**config.mk**
```make
export PLATFORM = sky130hd
export DESIGN_NAME = pdm_serializer_flat
export DESIGN_NICKNAME = d
export VERILOG_FILES = /design/src/rtl/pdm_serializer_if.sv /design/src/rtl/pdm_serializer.sv /design/src/flat_wrapper.sv
export SDC_FILE = /design/constraint.sdc
export NUM_CORES = 1
export LEC_CHECK = 0
export ABC_AREA = 1
export CORE_ASPECT_RATIO = 1.75
export CORE_MARGIN = 5
export CORE_UTILIZATION = 59
export CTS_BUF_LIST = sky130_fd_sc_hd__clkbuf_16
export DETAILED_ROUTE_END_ITERATION = 7
export GPL_ROUTABILITY_DRIVEN = 0
export PLACE_DENSITY = 0.78
export SETUP_SLACK_MARGIN = 0.4
export SYNTH_ARGS = -nofsm -noshare
export SYNTH_HDL_FRONTEND = slang
export SYNTH_SLANG_ARGS = --single-unit
```
**constraint.sdc**
```tcl
create_clock -name clock_i -period 2.2 [get_ports clock_i]
set_clock_uncertainty 0.05 [all_clocks]
set_input_delay 0.44 -clock clock_i [delete_from_list [all_inputs] [get_ports clock_i]]
set_output_delay 0.44 -clock clock_i [all_outputs]
set_load 0.03 [all_outputs]
```
**src/rtl/pdm_serializer_if.sv**
```systemverilog
// PCM sample handshake into the PDM serializer.
// Transfer happens on a clock edge where valid & ready.
interface pdm_serializer_if #(
  parameter int SAMPLE_W = 16
);
  logic [SAMPLE_W-1:0] sample;
  logic                valid;
  logic                ready;

  modport master (
    output sample,
    output valid,
    input  ready
  );

  modport slave (
    input  sample,
    input  valid,
    output ready
  );
endinterface

```
**src/rtl/pdm_serializer.sv**
```systemverilog
// PCM to PDM transmit path: divided bit clock plus a first-order
// sigma-delta 1-bit stream, with one sample buffered ahead.
module pdm_serializer #(
  parameter int DIV      = 100,
  parameter int SAMPLE_W = 16,
  parameter int OSR      = 64
) (
  input  logic            clock_i,
  input  logic            reset_i,
  input  logic            enable_i,
  pdm_serializer_if.slave s_if,
  output logic            pdm_clk_o,
  output logic            pdm_data_o,
  output logic            underrun_o
);

  localparam int DW = (DIV > 1) ? $clog2(DIV) : 1;
  localparam int BW = $clog2(OSR);
  localparam logic [DW-1:0] DIV_LAST = DW'(DIV - 1);
  localparam logic [BW-1:0] OSR_LAST = BW'(OSR - 1);
  localparam logic [SAMPLE_W-1:0] MSB =
    {1'b1, {(SAMPLE_W-1){1'b0}}};

  logic [DW-1:0]       div_cnt;
  logic [BW-1:0]       bit_cnt;
  logic [SAMPLE_W-1:0] acc;
  logic [SAMPLE_W-1:0] active;
  logic [SAMPLE_W-1:0] hold;
  logic                hold_full;

  logic                tick;
  logic                fall;
  logic                boundary;
  logic [SAMPLE_W-1:0] u;
  logic [SAMPLE_W:0]   acc_next;

  assign tick     = enable_i & (div_cnt == DIV_LAST);
  assign fall     = tick & pdm_clk_o;
  assign boundary = fall & (bit_cnt == OSR_LAST);

  // Offset binary: signed midscale maps to half of full scale.
  assign u        = active ^ MSB;
  assign acc_next = {1'b0, acc} + {1'b0, u};

  assign s_if.ready = ~hold_full;

  always_ff @(posedge clock_i or negedge reset_i) begin
    if (!reset_i) begin
      div_cnt    <= '0;
      bit_cnt    <= '0;
      acc        <= '0;
      active     <= '0;
      hold       <= '0;
      hold_full  <= 1'b0;
      pdm_clk_o  <= 1'b0;
      pdm_data_o <= 1'b0;
      underrun_o <= 1'b0;
    end else begin
      underrun_o <= 1'b0;

      if (!enable_i) begin
        div_cnt    <= '0;
        bit_cnt    <= '0;
        acc        <= '0;
        pdm_clk_o  <= 1'b0;
        pdm_data_o <= 1'b0;
      end else begin
        if (tick) begin
          div_cnt   <= '0;
          pdm_clk_o <= ~pdm_clk_o;
        end else begin
          div_cnt <= div_cnt + 1'b1;
        end

        if (fall) begin
          pdm_data_o <= acc_next[SAMPLE_W];
          acc        <= acc_next[SAMPLE_W-1:0];
          bit_cnt    <= boundary ? '0 : bit_cnt + 1'b1;
        end

        // Empty hold at a boundary plays silence, not the old sample.
        if (boundary) begin
          if (hold_full) begin
            active <= hold;
          end else begin
            active     <= '0;
            underrun_o <= 1'b1;
          end
        end
      end

      if (boundary && hold_full) begin
        hold_full <= 1'b0;
      end else if (s_if.valid && !hold_full) begin
        hold      <= s_if.sample;
        hold_full <= 1'b1;
      end
    end
  end

endmodule

```
**src/flat_wrapper.sv**
```systemverilog
// flat-port wrapper written by rule: the top's interface ports become plain ports
module pdm_serializer_flat 
#(
  parameter int DIV      = 100,
  parameter int SAMPLE_W = 16,
  parameter int OSR      = 64
)
  (clock_i, reset_i, enable_i, pdm_clk_o, pdm_data_o, underrun_o, s_if_sample, s_if_valid, s_if_ready);
  pdm_serializer_if #(.SAMPLE_W(SAMPLE_W)) s_if_i ();
  input  logic clock_i;
  input  logic reset_i;
  input  logic enable_i;
  output logic pdm_clk_o;
  output logic pdm_data_o;
  output logic underrun_o;
  input wire logic [$bits(s_if_i.sample)-1:0] s_if_sample;
  input wire logic [$bits(s_if_i.valid)-1:0] s_if_valid;
  output wire logic [$bits(s_if_i.ready)-1:0] s_if_ready;
  assign s_if_i.sample = s_if_sample;
  assign s_if_i.valid = s_if_valid;
  assign s_if_ready = s_if_i.ready;
  pdm_serializer #(.DIV(DIV), .SAMPLE_W(SAMPLE_W), .OSR(OSR)) u_core (.clock_i(clock_i), .reset_i(reset_i), .enable_i(enable_i), .s_if(s_if_i), .pdm_clk_o(pdm_clk_o), .pdm_data_o(pdm_data_o), .underrun_o(underrun_o));
endmodule
```
==> impl_metrics.ini, run 1 <==
[status]
status = finished, final reports clean

[timing]
min_period_ps = 1780
maxSlewViolCount = 0
relSlewSlack = 0.776
setup_ws_ps = 417
hold_violations = 0
whs_ps = 70.5
finalSetupViolCount = 0
fin_crit_sh = 0.810
worstMarginPinSlew_ps = 337
rsz0062_at_grt = yes
fmax_ghz = 0.561
setup_tns_ps = 0

[place]
placed_cell_area_mm2 = 0.00388
dp_worst_setup_slack_ps = 204
placedCellCount = 553
io_buffer_count = 23
hpwlAfterDp_um = 5460

[cts]
tritoncts = built
numCtsBuffers = 9
clk_latency_ps = 330
cts.htree.levels = 3
clkSinkCount = 65
clockBufferDepth = 2
path_clk_slew_ps = 60
root_buffer = clkbuf_16

[pwr]
finalPower_mw = 3.23
switching_share = 0.189
powerDensity_mw_per_mm2 = 718
p_seq_frac = 0.385
worst_ir_drop_vdd_uv = 945
p_switching_uw = 609
p_clk_frac = 0.577
p_comb_frac = 0.038
p_int_mw = 2.62
power.static_leakage_nw = 2.41

[logic_synthesis]
synthArstFlopShare = 1.00
syn-instance-count = 457
yosys.area.top_type = dfrtp_1
synthTopCellsByArea = dfrtp_1 46%, nand2_1 13%, inv_1 7.3%, ha_1 6.3%, nand3_1 5.8%
syn_area_mm2 = 0.00357
syn_avg_cell_area_um2 = 7.81
ys_seq_area_frac = 0.456
ys_seq_elements = 65
ys.flop_type = dfrtp_1
yosysWarnings = 0
synth_edf_count = 0
yosys.area.top_type_share = 0.456
yosys.cell_types.count = 31
synth_common_cells = 127 x nand2_1, 69 x inv_1, 65 x dfrtp_1
yosysMostFrequentCell = nand2_1
syn_nets = 496

[drt]
viasPerCell = 5.38
drt-initial-drc-count = 141
avgRoutedWirePerCell_um = 14.3
antenna_left = 0
drt_pre_antenna_iters = 4
wl_um = 8220
drc_errors = 0
vias = 3093

[floorplanning]
io_pins = 24
core_mm2 = 0.00588
dieArea_mm2 = 0.00777
num_rows = 37
initial_core_util = 0.607
die_h_um = 113
fp.dieW_um = 68.8

[final_layout]
layout-drive-gt1-share = 0.141
num_antenna_cells = 0
syn2layout_area_growth_pct = 26.0
utilization = 0.765
final_nets = 531
fin_area_mm2 = 0.00450
fillers = 419
stdcell_count = 575

[setup_path]
cp_cell_sequence = ha_2 > inv_1 > fa_2 > inv_2 > nand3_2 > nand3_4 > buf_4 > a21oi_1 > o21ai_0 > nand2_1
path_class = flop to flop
slowest_delay_ps = 410
cp_slowest_cell = fa_2
path_max_fanout = 3
reg2reg_setup_slack_ps = 420
cp-end-kind = flop
cp.required_ps = 2360
arrival_ps = 1940
startpoint_type = flop

[global_routing]
gr-total-overflow = 0
grt_use_total = 0.226
antenna_found_initial = 0
grt_pass1_vias = 3077
grt_max_degree = 66
grt_pass1_wl_um = 13200

[job]
max_cap_viol_count = 0

[min_path]
min_path_type = input pin to async pin
[cells in the final DEF, fill, tap and decap left out, types with 2 or more instances in the layout]
| master | synthesis | routed |
|---|---|---|
| inv_1 | 69 | 68 |
| nor3_1 | 4 | 4 |
| buf_4 | 0 | 8 |
| clkbuf_16 | 0 | 9 |
| xor2_1 | 4 | 4 |
| nand2_4 | 0 | 2 |
| or2_2 | 2 | 2 |
| ha_4 | 0 | 8 |
| dfrtp_1 | 65 | 64 |
| bufinv_16 | 0 | 5 |
| nand3_1 | 41 | 35 |
| nand2_1 | 127 | 123 |
| dlygate4sd2_1 | 0 | 3 |
| buf_6 | 3 | 2 |
| o21ai_1 | 0 | 4 |
| nand4_1 | 3 | 3 |
| nand3b_1 | 3 | 3 |
| nand3_4 | 1 | 3 |
| a21oi_1 | 28 | 28 |
| ha_2 | 0 | 2 |
| clkdlybuf4s50_1 | 0 | 18 |
| clkinv_4 | 0 | 2 |
| nor2_1 | 40 | 40 |
| ha_1 | 18 | 8 |
| o21ai_2 | 9 | 9 |
| o21ai_0 | 16 | 12 |
| nor3b_1 | 2 | 2 |
| a211oi_1 | 2 | 2 |
| nand2_2 | 2 | 4 |
| o22ai_1 | 2 | 2 |
| nand3_2 | 0 | 5 |
[layer usage]
layer  vias up  GRT usage  wire (µm)
met3        16     0.0367        399
met5         -          0          0
met1      1461      0.260       3070
met4         0      0.118        184
li1       1529          -          -
met2        87      0.387       4560
[sequential cells by signal (all words and copies together), names as in the netlist]
register / count
u_core.acc: 16
u_core.div_cnt: 7
u_core.hold_full: 1
u_core.underrun_o: 1
u_core.pdm_data_o: 1
u_core.pdm_clk_o: 1
u_core.active: 16
u_core.hold: 16
u_core.bit_cnt: 6
[cell families (layout without fill, tap and decap cells)]
| family | after synthesis | after routing | synth area share |
|---|---|---|---|
| compound gates | 59 | 59 | 0.0957 |
| xor+xnor | 5 | 5 | 0.0123 |
| fa+ha+maj | 19 | 19 | 0.0687 |
| buf+inv | 81 | 120 | 0.0929 |
| flops | 65 | 65 | 0.456 |
| simple gates | 228 | 229 | 0.275 |
[worst max-delay path: cells and delay by family (launching register included)]
| kind | cells | cell delay (ps) |
|---|---|---|
| and+or+nand+nor | 3 | 250 |
| buffers and inverters | 3 | 260 |
| AOI/OAI and AO/OA | 2 | 150 |
| DFF | 1 | 350 |
| adders and majority gates | 2 | 600 |
[path summary, 6_finish.rpt]
kind,cells after the start,endpoint,startpoint
worst max-delay path,10,u_core.acc[4],u_core.active[0]
max in group asynchronous,2,u_core.hold_full,reset_i
worst min register to register,1,u_core.div_cnt[0],u_core.div_cnt[0]
worst min-delay path,2,u_core.div_cnt[1],reset_i
worst max register to register,10,u_core.acc[4],u_core.active[0]
min in group clock_i,1,u_core.div_cnt[0],u_core.div_cnt[0]
[layout make-up]
cell class,instances,area (µm²),share of cell area
multi-input cells,312,1790,0.399
flip-flops and latches,65,1630,0.362
repair buffers,34,319,0.0710
inverters,70,268,0.0595
clock buffers,9,225,0.0501
clock inverters,7,166,0.0370
well taps,78,97.6,0.0217
[timing repair]
action,4_1_cts,5_1_grt
setup buffers,0,5
endpoints found under the setup margin,9,31
hold buffers,0,0
cloned,0,1
pin swaps,0,2
gates resized for setup,7,35
[power groups by stage]
stage               combinational [mW]  clock [mW]  sequential, mW
detailed placement               0.127           0            1.26
global placement                 0.123           0            1.26
finish                           0.123        1.86            1.24
global route                     0.142        1.94            1.24
CTS                              0.126        1.88            1.24
floorplan                       0.0450           0            1.26
Note: power is estimated with default switching activity, not from simulation.
==> inputs of run 2 (changes only) <==
--- a/config.mk
+++ b/config.mk
@@ -8,11 +8,11 @@
 export ABC_AREA = 1
 export CORE_ASPECT_RATIO = 1.75
 export CORE_MARGIN = 5
-export CORE_UTILIZATION = 59
+export CORE_UTILIZATION = 53
 export CTS_BUF_LIST = sky130_fd_sc_hd__clkbuf_16
 export DETAILED_ROUTE_END_ITERATION = 7
 export GPL_ROUTABILITY_DRIVEN = 0
-export PLACE_DENSITY = 0.78
+export PLACE_DENSITY = 0.74
 export SETUP_SLACK_MARGIN = 0.4
 export SYNTH_ARGS = -nofsm -noshare
 export SYNTH_HDL_FRONTEND = slang
==> constraint.sdc (replaced) <==
create_clock -name clock_i -period 1.45 [get_ports clock_i]
set_clock_uncertainty 0.05 [all_clocks]
set_input_delay 0.29 -clock clock_i [delete_from_list [all_inputs] [get_ports clock_i]]
set_output_delay 0.29 -clock clock_i [all_outputs]
set_load 0.03 [all_outputs]
==> run 2 against run 1 <==
Compared with the run above: the flow now finishes with violations (DRC, setup timing); clock-buffer cell count is the same; flip-flop and latch count is the same; register-to-register slack lost 1100 ps; combinational power grew to 2.7 times the previous value; non-clock buffer count grew 96; design area grew 40%; global-route usage grew 11 points; critical endpoint is now u_core.acc[12].
==> impl_metrics.ini, run 2 (synthesis results as in run 1) <==
[pwr]
power.static_leakage_nw = 3.06
powerDensity_mw_per_mm2 = 701
worst_ir_drop_vdd_uv = 1100

[floorplanning]
initial_core_util = 0.546
num_rows = 39
die_h_um = 119
dieArea_mm2 = 0.00854
core_mm2 = 0.00654
fp.dieW_um = 72.0
io_pins = 24

[drt]
drc_errors = 43
drt-initial-drc-count = 892
avgRoutedWirePerCell_um = 30.9
antenna_left = 0
vias = 4727
drt_pre_antenna_iters = 8
viasPerCell = 6.96
met3_length_um = 2730
met1_length_um = 6430
wl_um = 21000
highest_layer = met5
wl_met2_um = 9480

[final_layout]
syn2layout_area_growth_pct = 76.1
top_regs = u_core.acc x16, u_core.active x16, u_core.hold x16
utilization = 0.961
fillers = 137
num_antenna_cells = 0
fin_area_mm2 = 0.00628
layout_commonest_cell = buf_4
layout-drive-gt1-share = 0.533
final_nets = 632
layout_common_cells = 80 x buf_4, 78 x nand2_1, 62 x inv_1, 61 x dfrtp_1, 29 x nand2_2
stdcell_count = 679

[global_routing]
grt_max_degree = 66
grt_use_total = 0.338
grt_pass1_wl_um = 22000
gr-total-overflow = 0
grt_pass1_vias = 4403
antenna_found_initial = 1

[setup_path]
reg2reg_setup_slack_ps = -710
startpoint = u_core.active[9]
r2r_end = u_core.acc[12]
startpoint_type = flop
rr_worst_depth = 9
cp.required_ps = 1630
slowest_delay_ps = 450
path_max_fanout = 4
cp_slowest_cell = dfrtp_2
path_class = flop to flop
arrival_ps = 2330
crit_top_cell = nand2_1
cp_cell_sequence = ha_4 > nand2_1 > nand2_1 > inv_1 > nor2_1 > nor2_1 > nand4_1 > nand3_2 > nand2_1
cp-end-kind = flop
critPathTopFamily = simple AND/OR/NAND/NOR gates
reg2reg_from = u_core.active[9]
path_buf_inv = 1

[timing]
worstMarginPinSlew_ps = 610
maxSlewViolCount = 0
finalSetupViolCount = 48
min_period_ps = 2160
rsz0062_at_grt = yes
setup_tns_ps = -20650
setup_ws_ps = -706
fin_crit_sh = 1.49
fmax_ghz = 0.464
relSlewSlack = 0.593
hold_violations = 0

[cts]
clk_latency_ps = 350
clockBufferDepth = 2
path_clk_slew_ps = 60
tritoncts = built
numCtsBuffers = 9
clkSinkCount = 65
cts.htree.levels = 3
root_buffer = clkbuf_16

[status]
status = finished, violations left
violations = DRC, setup timing

[place]
placed_cell_area_mm2 = 0.00441
placedCellCount = 598
io_buffer_count = 23
dp_worst_setup_slack_ps = -276
hpwlAfterDp_um = 6030

[min_path]
min_path_type = input pin to async pin

[job]
max_cap_viol_count = 0
## run 2: cell types whose count changed in the layout (fill, tap and decap cells not counted), sizes merged, moves of 2 or more
cell	delta
buf	+99
bufinv	-4
nand2	+4
clkinv	+2
dlygate4sd2	-2
inv	+2
## run 2: final cells by class
cell class	count	area, µm²	share of cell area
Sequential cell	65	1630	0.260
Clock inverter	6	52.6	0.00836
Inverter	70	283	0.0450
Timing Repair Buffer	130	1240	0.197
Tap cell	82	103	0.0163
Clock buffer	9	225	0.0358
Multi-Input combinational cell	317	2750	0.438
## run 2: worst max path at each step
stage,to,slack (ps),cells after the start
global placement,u_core.hold_full,-220,7
finish,u_core.acc[12],-710,9
detailed placement,u_core.acc[12],-280,11
CTS,u_core.acc[12],-260,11
floorplan,u_core.acc[12],-80,11
global route,u_core.acc[14],-840,10
## run 2: worst register-to-register path: stages (launching register included)
cell,delay [ps]
dfrtp_2,450
ha_4,290
nand2_1,80
nand2_1,70
inv_1,150
nor2_1,100
nor2_1,260
nand4_1,290
nand3_2,200
nand2_1,80
## run 2: power breakdown
part	total [mW]	internal (mW)	switching, mW
sequential	1.90	1.86	0.0374
combinational	0.334	0.136	0.197
clock	2.17	1.30	0.868
## run 2: stage by stage
stage          hold WS [ps]  power (mW)
2_1_floorplan         -55.6        1.99
3_3_place_gp            282        2.11
3_5_place_dp            283        2.12
4_1_cts                 419        4.20
5_1_grt                 516        4.50
6_report                459        4.40
## run 2: timing repair
item,in CTS,in global routing
gates resized for setup,129,125
endpoints found under the setup margin,68,68
pin swaps,48,53
hold buffers,1,0
buffers inserted,29,28
gates cloned,7,1
hold endpoints to repair,65,0
## run 2: metal layers
| layer | global-route usage | vias up |
|---|---|---|
| met3 | 0.0807 | 244 |
| met5 | 0 | - |
| met4 | 0.242 | 2 |
| li1 | - | 1730 |
| met2 | 0.572 | 571 |
| met1 | 0.356 | 2180 |
==> inputs of run 3 (changes only) <==
--- a/config.mk
+++ b/config.mk
@@ -11,7 +11,6 @@
 export CORE_UTILIZATION = 53
 export CTS_BUF_LIST = sky130_fd_sc_hd__clkbuf_16
 export DETAILED_ROUTE_END_ITERATION = 7
-export GPL_ROUTABILITY_DRIVEN = 0
 export PLACE_DENSITY = 0.74
 export SETUP_SLACK_MARGIN = 0.4
 export SYNTH_ARGS = -nofsm -noshare
==> constraint.sdc (replaced) <==
create_clock -name clock_i -period 1.45 [get_ports clock_i]
set_clock_uncertainty 0.05 [all_clocks]
set_input_delay 0.29 -clock clock_i [delete_from_list [all_inputs] [get_ports clock_i]]
set_output_delay 0.29 -clock clock_i [all_outputs]
set_load 0.1 [all_outputs]
==> run 3 against run 2 <==
Compared with the run above: non-clock buffer count fell by 15; sequential power about the same; die area unchanged; largest cell class unchanged; highest routed layer is now met4; the run still ends with DRC, setup timing left; clock power is 8% lower; largest power group unchanged; wire length shrank 9.0%; global-route usage decreased by 3.8 points; critical endpoint is now u_core.pdm_data_o; core utilization decreased by 3.1 points; setup slack improved by 76 ps; hold slack got worse by 100 ps; maximum frequency up 3.6%; combinational power up 6%.
==> impl_metrics.ini, run 3 (synthesis results as in run 1) <==
[status]
status = finished, violations left
violations = DRC, setup timing

[setup_path]
reg2reg_setup_slack_ps = -630
startpoint_type = flop
path_max_fanout = 4
arrival_ps = 2270
path_class = flop to flop
reg2reg_from = u_core.active[5]
r2r_end = u_core.pdm_data_o
cp-end-kind = flop
rr_worst_depth = 11
cp.required_ps = 1630

[global_routing]
antenna_found_initial = 1
grt_use_total = 0.300
grt_pass1_wl_um = 19300
gr-total-overflow = 0
grt_pass1_vias = 3910
grt_max_degree = 33

[drt]
avgRoutedWirePerCell_um = 28.8
antenna_left = 0
viasPerCell = 6.69
vias = 4436
drc_errors = 124
drt-initial-drc-count = 691
drt_pre_antenna_iters = 8
wl_um = 19100

[final_layout]
final_nets = 615
syn2layout_area_growth_pct = 70.3
utilization = 0.930
fin_area_mm2 = 0.00608
num_antenna_cells = 0
layout_commonest_cell = nand2_1
layout_common_cells = 84 x nand2_1, 65 x buf_4, 64 x inv_1, 61 x dfrtp_1, 34 x nand2_2
layout-drive-gt1-share = 0.499
top_regs = u_core.acc x16, u_core.active x16, u_core.hold x16
fillers = 201

[cts]
clk_latency_ps = 350
numCtsBuffers = 9
cts.htree.levels = 3
tritoncts = built
clkSinkCount = 65
path_clk_slew_ps = 60
clockBufferDepth = 2
root_buffer = clkbuf_16

[pwr]
p_switching_mw = 1.11
p_comb_frac = 0.083
power.static_leakage_nw = 2.99
powerDensity_mw_per_mm2 = 697
switching_share = 0.262
worst_ir_drop_vdd_uv = 959
p_seq_frac = 0.447
p_int_mw = 3.13
p_clk_frac = 0.470

[floorplanning]
num_rows = 39
dieArea_mm2 = 0.00854
core_mm2 = 0.00654
die_h_um = 119
initial_core_util = 0.546
io_pins = 24
fp.dieW_um = 72.0

[place]
gp_congestion = 0.884
placed_cell_area_mm2 = 0.00453
dp_worst_setup_slack_ps = -320
io_buffer_count = 23
hpwlAfterDp_um = 6070

[timing]
rsz0062_at_grt = yes
hold_violations = 0
relSlewSlack = 0.535
worstMarginPinSlew_ps = 697
finalSetupViolCount = 42
fin_crit_sh = 1.44
fmax_ghz = 0.481
maxSlewViolCount = 0
setup_ws_ps = -631
min_period_ps = 2080

[job]
max_cap_viol_count = 0

[min_path]
min_path_type = input pin to async pin
-- run 3: repair_timing --
item                       4_1_cts  5_1_grt
gates cloned                     7        1
pin swaps                       27       37
hold endpoints to repair        11        0
hold buffers                     1        0
setup buffers                   18       24
resized for setup               96      107
setup endpoints to repair       68       69
-- run 3: power groups by stage --
stage,clock [mW],combinational (mW),sequential [mW]
finish,1.99,0.353,1.89
global route,2.05,0.376,1.89
CTS,1.90,0.271,1.88
detailed placement,0,0.239,1.91
global placement,0,0.232,1.91
floorplan,0,0.0754,1.93
-- run 3: cell type report --
class	instances	area, µm²	area share
multi-input combinational	315	2600	0.428
sequential	65	1630	0.268
timing repair buffer	115	1210	0.199
inverter	70	274	0.0451
clock buffer	9	225	0.0371
tap	82	103	0.0169
clock inverter	7	31.3	0.00515
-- run 3: how the worst max path moves through the flow --
stage / from / end
3_5_place_dp: enable_i / u_core.active[7]
6_report: u_core.active[5] / u_core.pdm_data_o
2_1_floorplan: u_core.active[0] / u_core.acc[12]
5_1_grt: u_core.active[10] / u_core.pdm_data_o
3_3_place_gp: enable_i / u_core.active[12]
4_1_cts: u_core.active[0] / u_core.pdm_data_o
-- run 3: worst max-delay path, cell delays in order, from the launching register on --
cell     delay, ps
dfrtp_1        420
ha_4           290
nand2_1         90
nand2_1        180
nand2_1        160
nand2_1        140
nand2_1        150
nand3_2        120
nand2_1        130
nand2_1         90
nand2_1         80
nand2_1         50
-- run 3: layer usage --
metal	track usage	part of all wire	vias up
met5	0	0	-
met4	0.191	0.11	0
met3	0.0731	0.11	206
met2	0.518	0.48	457
met1	0.315	0.30	2077
li1	-	-	1696
-- run 3: stage by stage --
| step | power, mW | hold slack (ps) | instances | TNS, ps |
|---|---|---|---|---|
| final | 4.23 | 357 | 663 | -13920 |
| after global routing | 4.32 | 400 | 663 | -15930 |
| after CTS | 4.05 | 355 | 638 | -6880 |
| after detailed placement | 2.15 | 171 | 596 | -10270 |
| after global placement | 2.14 | 163 | 596 | -8530 |
| after floorplan | 2.00 | -55.6 | 457 | -2050 |
